**config.mk**
```make
export PLATFORM = sky130hd
export DESIGN_NAME = dummy_pos_sched
export DESIGN_NICKNAME = d
export VERILOG_FILES = /design/src/rtl/dummy_pos_sched_pkg.sv /design/src/rtl/lfsr32_galois.sv /design/src/rtl/dummy_pos_sched.sv
export SDC_FILE = /design/constraint.sdc
export NUM_CORES = 1
export LEC_CHECK = 0
export BUFFER_PORTS_ARGS = -buffer_cell sky130_fd_sc_hd__buf_2
export CORE_AREA = 2 2 103 105
export CTS_CLUSTER_SIZE = 24
export DETAILED_ROUTE_END_ITERATION = 12
export DIE_AREA = 0 0 105 107
export GPL_ROUTABILITY_DRIVEN = 0
export GPL_TIMING_DRIVEN = 0
export PLACE_DENSITY_LB_ADDON = 0.25
export SLEW_MARGIN = 15
export SYNTH_ARGS = -nofsm -noshare
export SYNTH_HDL_FRONTEND = slang
export SYNTH_SLANG_ARGS = --single-unit
```
**constraint.sdc**
```tcl
create_clock -name clk -period 7.6 [get_ports clk]
set_clock_uncertainty 0.2 [all_clocks]
set_input_delay 2.28 -clock clk [delete_from_list [all_inputs] [get_ports clk]]
set_output_delay 2.28 -clock clk [all_outputs]
set_load 0.02 [all_outputs]
```
**src/rtl/dummy_pos_sched_pkg.sv**
```systemverilog
// Shared types and constants for the dummy-position scheduler: FSM states,
// LFSR feedback taps, default geometry and the Galois step function.
package dummy_pos_sched_pkg;

    typedef enum logic [2:0] {
        IDLE,
        FETCH,
        WAIT,
        EMIT,
        DONE
    } state_e;

    localparam logic [31:0] LFSR_TAPS = 32'h8020_0003;

    localparam int DEF_N          = 17669;
    localparam int DEF_WEIGHT     = 66;
    localparam int DEF_MAX_WEIGHT = 75;

    // Right-shifting Galois step: the bit leaving position 0 folds the taps back in.
    function automatic logic [31:0] lfsr_step(input logic [31:0] v);
        return v[0] ? ((v >> 1) ^ LFSR_TAPS) : (v >> 1);
    endfunction

endpackage

```
**src/rtl/lfsr32_galois.sv**
```systemverilog
// 32-bit Galois LFSR with same-cycle seed load; value_o shows the loaded seed immediately.
// Latency: load visible combinationally, advance takes effect next cycle. Built only with DUMMY_INSERT_EN.
`ifdef DUMMY_INSERT_EN
module lfsr32_galois
    import dummy_pos_sched_pkg::*;
(
    input  logic        clk,
    input  logic        rst_n,
    input  logic        load_i,
    input  logic [31:0] seed_i,
    input  logic        adv_i,
    output logic [31:0] value_o
);

    logic [31:0] state_q, state_d;
    logic [31:0] cur;

    // An all-zero seed would lock the register, so it is replaced by 1.
    always_comb begin
        cur = state_q;
        if (load_i) begin
            cur = (seed_i == 32'h0) ? 32'h0000_0001 : seed_i;
        end
        state_d = adv_i ? lfsr_step(cur) : cur;
    end

    always_ff @(posedge clk or negedge rst_n) begin
        if (!rst_n) begin
            state_q <= 32'h0000_0001;
        end else begin
            state_q <= state_d;
        end
    end

    assign value_o = cur;

endmodule
`endif

```
**src/rtl/dummy_pos_sched.sv**
```systemverilog
// Emits WEIGHT real positions (read from external RAM in index order) interleaved with
// LFSR-chosen dummy positions; real slot 3 cycles, dummy 1 cycle; holds outputs while out_ready_i=0.
// Dummy insertion is compiled in only when DUMMY_INSERT_EN is defined.
module dummy_pos_sched
    import dummy_pos_sched_pkg::*;
#(
    parameter int MAX_WEIGHT = DEF_MAX_WEIGHT,
    parameter int WEIGHT     = DEF_WEIGHT,
    parameter int N          = DEF_N,
    parameter int LOGW       = 16,
    parameter int LOGN       = 15,
    parameter int LOG_WEIGHT = 7
) (
    input  logic                  clk,
    input  logic                  rst_n,
    input  logic                  start_i,
    output logic                  busy_o,
    input  logic [31:0]           seed_i,
    input  logic                  seed_load_i,
    output logic [LOG_WEIGHT-1:0] pos_addr_o,
    input  logic [LOGW-1:0]       pos_rd_data_i,
    output logic                  out_valid_o,
    input  logic                  out_ready_i,
    output logic [LOGW-1:0]       out_pos_o,
    output logic                  out_dummy_o,
    output logic                  out_last_o,
    output logic                  done_o
);

    localparam int CW = LOG_WEIGHT + 1;
    localparam logic [CW-1:0] R_INIT = CW'(WEIGHT);
`ifdef DUMMY_INSERT_EN
    localparam logic [CW-1:0] D_INIT = CW'(MAX_WEIGHT - WEIGHT);
`else
    localparam logic [CW-1:0] D_INIT = '0;
`endif

    state_e                state_q, state_d;
    logic                  busy_q, busy_d;
    logic                  done_q, done_d;
    logic                  valid_q, valid_d;
    logic                  dummy_q, dummy_d;
    logic                  last_q, last_d;
    logic [LOGW-1:0]       pos_q, pos_d;
    logic [LOG_WEIGHT-1:0] addr_q, addr_d;
    logic [LOG_WEIGHT-1:0] ridx_q, ridx_d;
    logic [CW-1:0]         r_q, r_d;
    logic [CW-1:0]         d_q, d_d;

    logic                  hs;
    logic                  dec_go;
    logic                  dec_dummy;
    logic [CW-1:0]         dec_r, dec_d;
    logic [LOG_WEIGHT-1:0] dec_idx;
    logic                  rnd_bit;
    logic [LOGW-1:0]       rnd_pos;

`ifdef DUMMY_INSERT_EN
    logic                  seed_ld;
    logic [31:0]           lfsr_val;
    logic [LOGN-1:0]       rnd_raw;
    logic                  unused_lfsr_hi;

    // Seeds are only accepted while idle; a load alongside start feeds the first decision.
    assign seed_ld = seed_load_i && (state_q == IDLE);

    lfsr32_galois u_lfsr (
        .clk     (clk),
        .rst_n   (rst_n),
        .load_i  (seed_ld),
        .seed_i  (seed_i),
        .adv_i   (dec_go),
        .value_o (lfsr_val)
    );

    assign rnd_bit = lfsr_val[0];
    assign rnd_raw = lfsr_val[LOGN-1:0];
    // LOGN bits span less than 2N, so a single conditional subtract lands in [0, N).
    assign rnd_pos = (rnd_raw >= LOGN'(N)) ? LOGW'(rnd_raw - LOGN'(N)) : LOGW'(rnd_raw);
    assign unused_lfsr_hi = ^lfsr_val[31:LOGN];
`else
    logic unused_seed;

    assign rnd_bit     = 1'b0;
    assign rnd_pos     = '0;
    assign unused_seed = ^{seed_i, seed_load_i};
`endif

    assign hs = valid_q && out_ready_i;

    always_comb begin
        state_d = state_q;
        busy_d  = busy_q;
        done_d  = 1'b0;
        valid_d = valid_q;
        dummy_d = dummy_q;
        last_d  = last_q;
        pos_d   = pos_q;
        addr_d  = addr_q;
        dec_go  = 1'b0;
        dec_r   = r_q;
        dec_d   = d_q;
        dec_idx = ridx_q;

        case (state_q)
            IDLE: begin
                if (start_i) begin
                    busy_d  = 1'b1;
                    dec_go  = 1'b1;
                    dec_r   = R_INIT;
                    dec_d   = D_INIT;
                    dec_idx = '0;
                end
            end
            FETCH: begin
                state_d = WAIT;
            end
            WAIT: begin
                pos_d   = pos_rd_data_i;
                valid_d = 1'b1;
                state_d = EMIT;
            end
            EMIT: begin
                if (hs) begin
                    valid_d = 1'b0;
                    if (dummy_q) begin
                        dec_d = d_q - CW'(1);
                    end else begin
                        dec_r   = r_q - CW'(1);
                        dec_idx = ridx_q + LOG_WEIGHT'(1);
                    end
                    if (last_q) begin
                        state_d = DONE;
                        busy_d  = 1'b0;
                        done_d  = 1'b1;
                    end else begin
                        dec_go = 1'b1;
                    end
                end
            end
            DONE: begin
                state_d = IDLE;
            end
            default: begin
                state_d = IDLE;
            end
        endcase

        // Slot decision, shared by schedule start and every non-final handshake.
        dec_dummy = (dec_d != '0) && ((dec_r == '0) || rnd_bit);
        if (dec_go) begin
            last_d = ((dec_r + dec_d) == CW'(1));
            if (dec_dummy) begin
                state_d = EMIT;
                valid_d = 1'b1;
                dummy_d = 1'b1;
                pos_d   = rnd_pos;
            end else begin
                state_d = FETCH;
                dummy_d = 1'b0;
                addr_d  = dec_idx;
            end
        end
    end

    assign r_d    = dec_r;
    assign d_d    = dec_d;
    assign ridx_d = dec_idx;

    always_ff @(posedge clk or negedge rst_n) begin
        if (!rst_n) begin
            state_q <= IDLE;
            busy_q  <= 1'b0;
            done_q  <= 1'b0;
            valid_q <= 1'b0;
            dummy_q <= 1'b0;
            last_q  <= 1'b0;
            pos_q   <= '0;
            addr_q  <= '0;
            ridx_q  <= '0;
            r_q     <= '0;
            d_q     <= '0;
        end else begin
            state_q <= state_d;
            busy_q  <= busy_d;
            done_q  <= done_d;
            valid_q <= valid_d;
            dummy_q <= dummy_d;
            last_q  <= last_d;
            pos_q   <= pos_d;
            addr_q  <= addr_d;
            ridx_q  <= ridx_d;
            r_q     <= r_d;
            d_q     <= d_d;
        end
    end

    assign busy_o      = busy_q;
    assign done_o      = done_q;
    assign out_valid_o = valid_q;
    assign out_dummy_o = dummy_q;
    assign out_last_o  = last_q;
    assign out_pos_o   = pos_q;
    assign pos_addr_o  = addr_q;

endmodule

```
* After elaboration in Yosys (flattened, before gate mapping)
Cells that the tools add are included.
** Word-level totals
- Flip-flop bits (word level) :: 54
- Bits in latches :: 0
- Memory bits (writable) :: 0
- Memory bits (read-only) :: 0
- Bits of input ports :: 53
- Output and inout port bits :: 28
- Word-level logic and storage cells :: 71
- Memories kept :: 0
** Cells by class
- Add/sub/neg operators :: 4
- $mul :: 0
- Div/mod/pow operators :: 0
- Order comparisons :: 0
- Equality and inequality tests :: 10
- Shift-type cells :: 0
- Muxes and demuxes :: 36
- Bitwise operators :: 1
- Reductions and logical operators :: 9
** Operators by type and width (count)
- $mux 16 :: 3
- $mux 8 :: 6
- $pmux 8 s2 :: 2
- $mux 7 :: 3
- $sub 8x1->8 const B :: 2
- $pmux 7 s2 :: 1
- $mux 1 :: 13
- $pmux 3 s4 :: 1
- $mux 3 :: 3
- $add 8x8->8 :: 1
- $eq 8x1->1 const B :: 1
- $logic_not 8->1 :: 1
- $ne 2x2->1 const B :: 4
- $reduce_bool 8->1 :: 1
- $add 7x1->7 const B :: 1
- $eq 3x2->1 const B :: 2
- $ne 3x3->1 const B :: 2
- $pmux 1 s2 :: 3
- $reduce_and 4->1 :: 1
- $eq 3x1->1 const B :: 1
- $logic_not 3->1 :: 1
- $reduce_and 3->1 :: 1
- $logic_and 1x1->1 :: 2
- $mux 2 :: 1
- 3 further kinds :: 3

* Logic depth before layout (Yosys ltp)
- Depth in word-level cells :: 8
- Gate-level depth with buffers :: 15
- Depth with buffers taken out :: 14

* Least setup slack after synthesis
No wires, ideal clock.
- Path type :: input port to flip-flop
- Start point :: in start_i
- End point :: reg last_q, in the netlist out_last_o
- Data arrival time :: 4.794 ns
- Path slack :: 2.484 ns
- Stages :: 12
- Path buffers :: 0
- Cell sequence :: or4b_4 -> mux2_2 -> a21oi_1 -> inv_1 -> ha_1 -> a211oi_1 -> nor2_1 -> o21a_1 -> o21ai_0 -> a21oi_1 -> xnor2_1 -> a32o_1
** Between the ends
- Cells in the longest elaborated chain, start to end :: 4
** RTL lines
- start: declaration :: line dummy_pos_sched.sv:16 : input logic start_i,
- $mux 8 :: line dummy_pos_sched.sv:107 : if (start_i) begin
- $pmux 8 s2 :: line dummy_pos_sched.sv:105 : case (state_q)
- via d_d[1] :: line dummy_pos_sched.sv:48 : logic [CW-1:0] d_q, d_d;
- $add 8x8->8 :: line dummy_pos_sched.sv:152 : last_d = ((dec_r + dec_d) == CW'(1));
- $eq 8x1->1 :: line dummy_pos_sched.sv:152
- end signal: assignment :: line dummy_pos_sched.sv:189 : last_q <= last_d;
- end: declaration :: line dummy_pos_sched.sv:43 : logic last_q, last_d;
The timed path passes the listed nets, and every way through them passes these cells.
A chain may end at the register's enable or synchronous reset.

* Worst setup path in the final report
Ends and elaborated chain as after synthesis.

==> flow_summary.ini <==
[sta]
timing.hold.ws_ps = 312
fmax_mhz = 189
slew_violations = 0
grt_setup_unrepaired = false
worst_pin_slew_ps = 912
finalHoldViolCount = 0
setup_viol = 0
relSlewSlack = 0.390
tns_ps = 0
finalCriticalPeriod_ps = 5280
period_share = 0.695

[setup_path]
path_max_fanout = 8
max_stage_delay_ps = 740
critPathKind = input port to flop
crit_slowest_cell = nor4b_2
crit_top_cell = o21ai_0
crit_path_end_kind = flop
crit_family = compound AO/OA/AOI/OAI gates
cp_cell_sequence = buf_2 > nor4b_2 > nor2_1 > o21ai_0 > o21ai_0 > ha_1 > o21ai_0 > nor2_1 > o21a_1 > o21ai_0 > a21oi_1 > xnor2_1 > a32o_1
critPathRequiredTime_ps = 7610
startpoint_type = input port
path_buf_inv = 1
critical_path_arrival_ps = 5290

[clock_tree]
clk_path_buf_depth = 2
cts_tree = yes
clockRootBuffer = clkbuf_8
postCtsHoldBufs = 0
ctsResizeCount = 0
cts_buffers = 5
clk_pin_slew_ps = 100
htreeDepth = 2
clock_latency_ps = 310
cts_setup_buffers = 0
clock-sinks = 54

[power_and_ir_drop]
p_seq_frac = 0.393
p_sw_frac = 0.435
power_switching_uw = 466
leakage_nw = 1.61
comb_power_share = 0.454
p_total_mw = 1.07
powerDensity_nw_per_um2 = 311
p_int_uw = 605
peakVddDrop_mv = 0.121
p_clk_frac = 0.153

[final_layout]
syn_to_final_growth_pct = 16.5
antenna_cells = 0
nNetsFinal = 433
post-route-util = 0.342
drive_above_1_share = 0.208

[floorplanning]
die_height_um = 107
rows = 37
pin_count = 81
core_area_sq_um = 10100
die-area_sq_um = 11200
initial_utilization = 0.293
dieWidth_um = 105

[yosys]
ys_types = 54
synth_area_sq_um = 2960
seq_area_frac_synth = 0.456
synth_top_area_frac = 0.456
synth_area_leaders = dfrtp_1 46%, nand2_1 6.6%, ha_1 4.2%
async_reset_ff_frac = 1.00
yosysWarnings = 0
synth_edf_count = 0
syn_area_per_cell_sq_um = 9.37
synth_fp_nets = 380
synth_cells = 316
synth_ff_type = dfrtp_1
synth_top_area_cell = dfrtp_1
ys_ff_latch = 54

[global_route]
antenna_found_initial = 0
gr-total-overflow = 0
grt_pass1_vias = 2367
grt_max_degree = 55
grt_pass1_wl_um = 12200
grt.total_usage = 0.136

[drt]
drtPass1Iterations = 5
vias = 2510
drt_iter0_drc = 182
drc = 0
detail_route.vias_per_cell = 4.96
wl_per_cell_um = 14.6
finalWirelength_um = 7380
antenna_left = 0

[placed_design]
dp_hpwl_um = 5440
portBuffers = 46

[outcome]
status = complete, no violations

[run]
drv_cap = 0

[worst_hold_path]
min_path_type = flop to flop
==> cell usage after synthesis (3+ instances only) <==
| cell | n |
|---|---|
| a31oi_1 | 9 |
| and3b_1 | 3 |
| nand2_1 | 52 |
| a21boi_0 | 9 |
| buf_2 | 3 |
| or4_1 | 3 |
| nor2_1 | 28 |
| nand4_1 | 3 |
| nor4_1 | 3 |
| mux2_2 | 8 |
| o31ai_1 | 6 |
| or3_1 | 3 |
| o21ai_0 | 24 |
| inv_1 | 11 |
| nor3_1 | 5 |
| a21oi_1 | 15 |
| nand3_1 | 6 |
| ha_1 | 10 |
| clkbuf_1 | 8 |
| a21boi_1 | 7 |
| dfrtp_1 | 54 |
| buf_6 | 3 |
==> worst paths after layout <==
path	start	cells past startpoint	end	slack [ps]
worst max-delay path	start_i	13	out_last_o	2320
worst min-delay path	ridx_q[6]	1	ridx_q[6]	310
worst max register to register	state_q[2]	14	out_last_o	3320
worst min register to register	ridx_q[6]	1	ridx_q[6]	310
max in group asynchronous	rst_n	1	busy_o	4930
min in group asynchronous	rst_n	1	out_pos_o[15]	1800
==> cells by family (layout without fill, tap and decap cells) <==
group | count (synthesis) | count (layout) | share of synthesized area
DFF | 54 | 54 | 0.456
AOI/OAI and AO/OA | 91 | 91 | 0.204
buffers and inverters | 25 | 79 | 0.0406
adders and majority gates | 11 | 11 | 0.0490
xor gates and xnor gates | 4 | 4 | 0.0118
and+or+nand+nor | 122 | 122 | 0.205
muxes | 9 | 9 | 0.0338
==> power groups by stage <==
stage | Combinational (mW) | Clock [mW] | Sequential (mW)
3_5_place_dp | 0.491 | 0 | 0.427
4_1_cts | 0.491 | 0.170 | 0.421
3_3_place_gp | 0.482 | 0 | 0.424
2_1_floorplan | 0.278 | 0 | 0.484
6_report | 0.486 | 0.164 | 0.421
5_1_grt | 0.542 | 0.186 | 0.434
==> cells in the final DEF (no fill, tap or decap), types with 3 or more instances in the layout <==
cell | netlist | final
clkbuf_1 | 8 | 9
o31ai_1 | 6 | 6
nand3_1 | 6 | 6
nor3_1 | 5 | 5
dfrtp_1 | 54 | 54
nand2_1 | 52 | 52
and3b_1 | 3 | 3
a21boi_1 | 7 | 7
or4_1 | 3 | 3
inv_1 | 11 | 11
or3_1 | 3 | 3
nand4_1 | 3 | 3
nor2_1 | 28 | 28
o21ai_0 | 24 | 24
ha_1 | 10 | 10
a31oi_1 | 9 | 9
clkbuf_8 | 0 | 5
buf_2 | 3 | 48
a21oi_1 | 15 | 15
nor4_1 | 3 | 3
mux2_2 | 8 | 8
a21boi_0 | 9 | 9
buf_6 | 3 | 3
==> layout make-up <==
type	instances	area [sq um]
plain buffers	14	78.8
clock buffers	6	72.6
clock inverters	2	13.8
fillers	1073	6640
inverters	11	41.3
multi-input cells	237	1490
flip-flops and latches	54	1350
well taps	136	170
repair buffers	46	233
==> flip-flops by register name (all words and copies together), names as in the netlist <==
name,flops
busy_o,1
out_valid_o,1
pos_addr_o,7
ridx_q,7
out_dummy_o,1
state_q,3
d_q,8
out_pos_o,16
r_q,8
out_last_o,1
done_o,1
==> stage by stage <==
stage	cell area (sq um)	worst slack, ps	std cells
4_1_cts	3450	2370	506
6_report	3450	2320	506
5_1_grt	3450	2070	506
3_5_place_dp	3360	2040	498
3_3_place_gp	3360	2070	498
2_1_floorplan	2960	2480	316
==> layer usage <==
metal,track usage,share of wire,up-vias
met2,0.215,0.46,79
met5,0,0,-
met3,0.0298,0.051,12
met1,0.182,0.47,1176
li1,-,-,1243
met4,0.0495,0.018,0
Power figures use the tool's default switching activity.
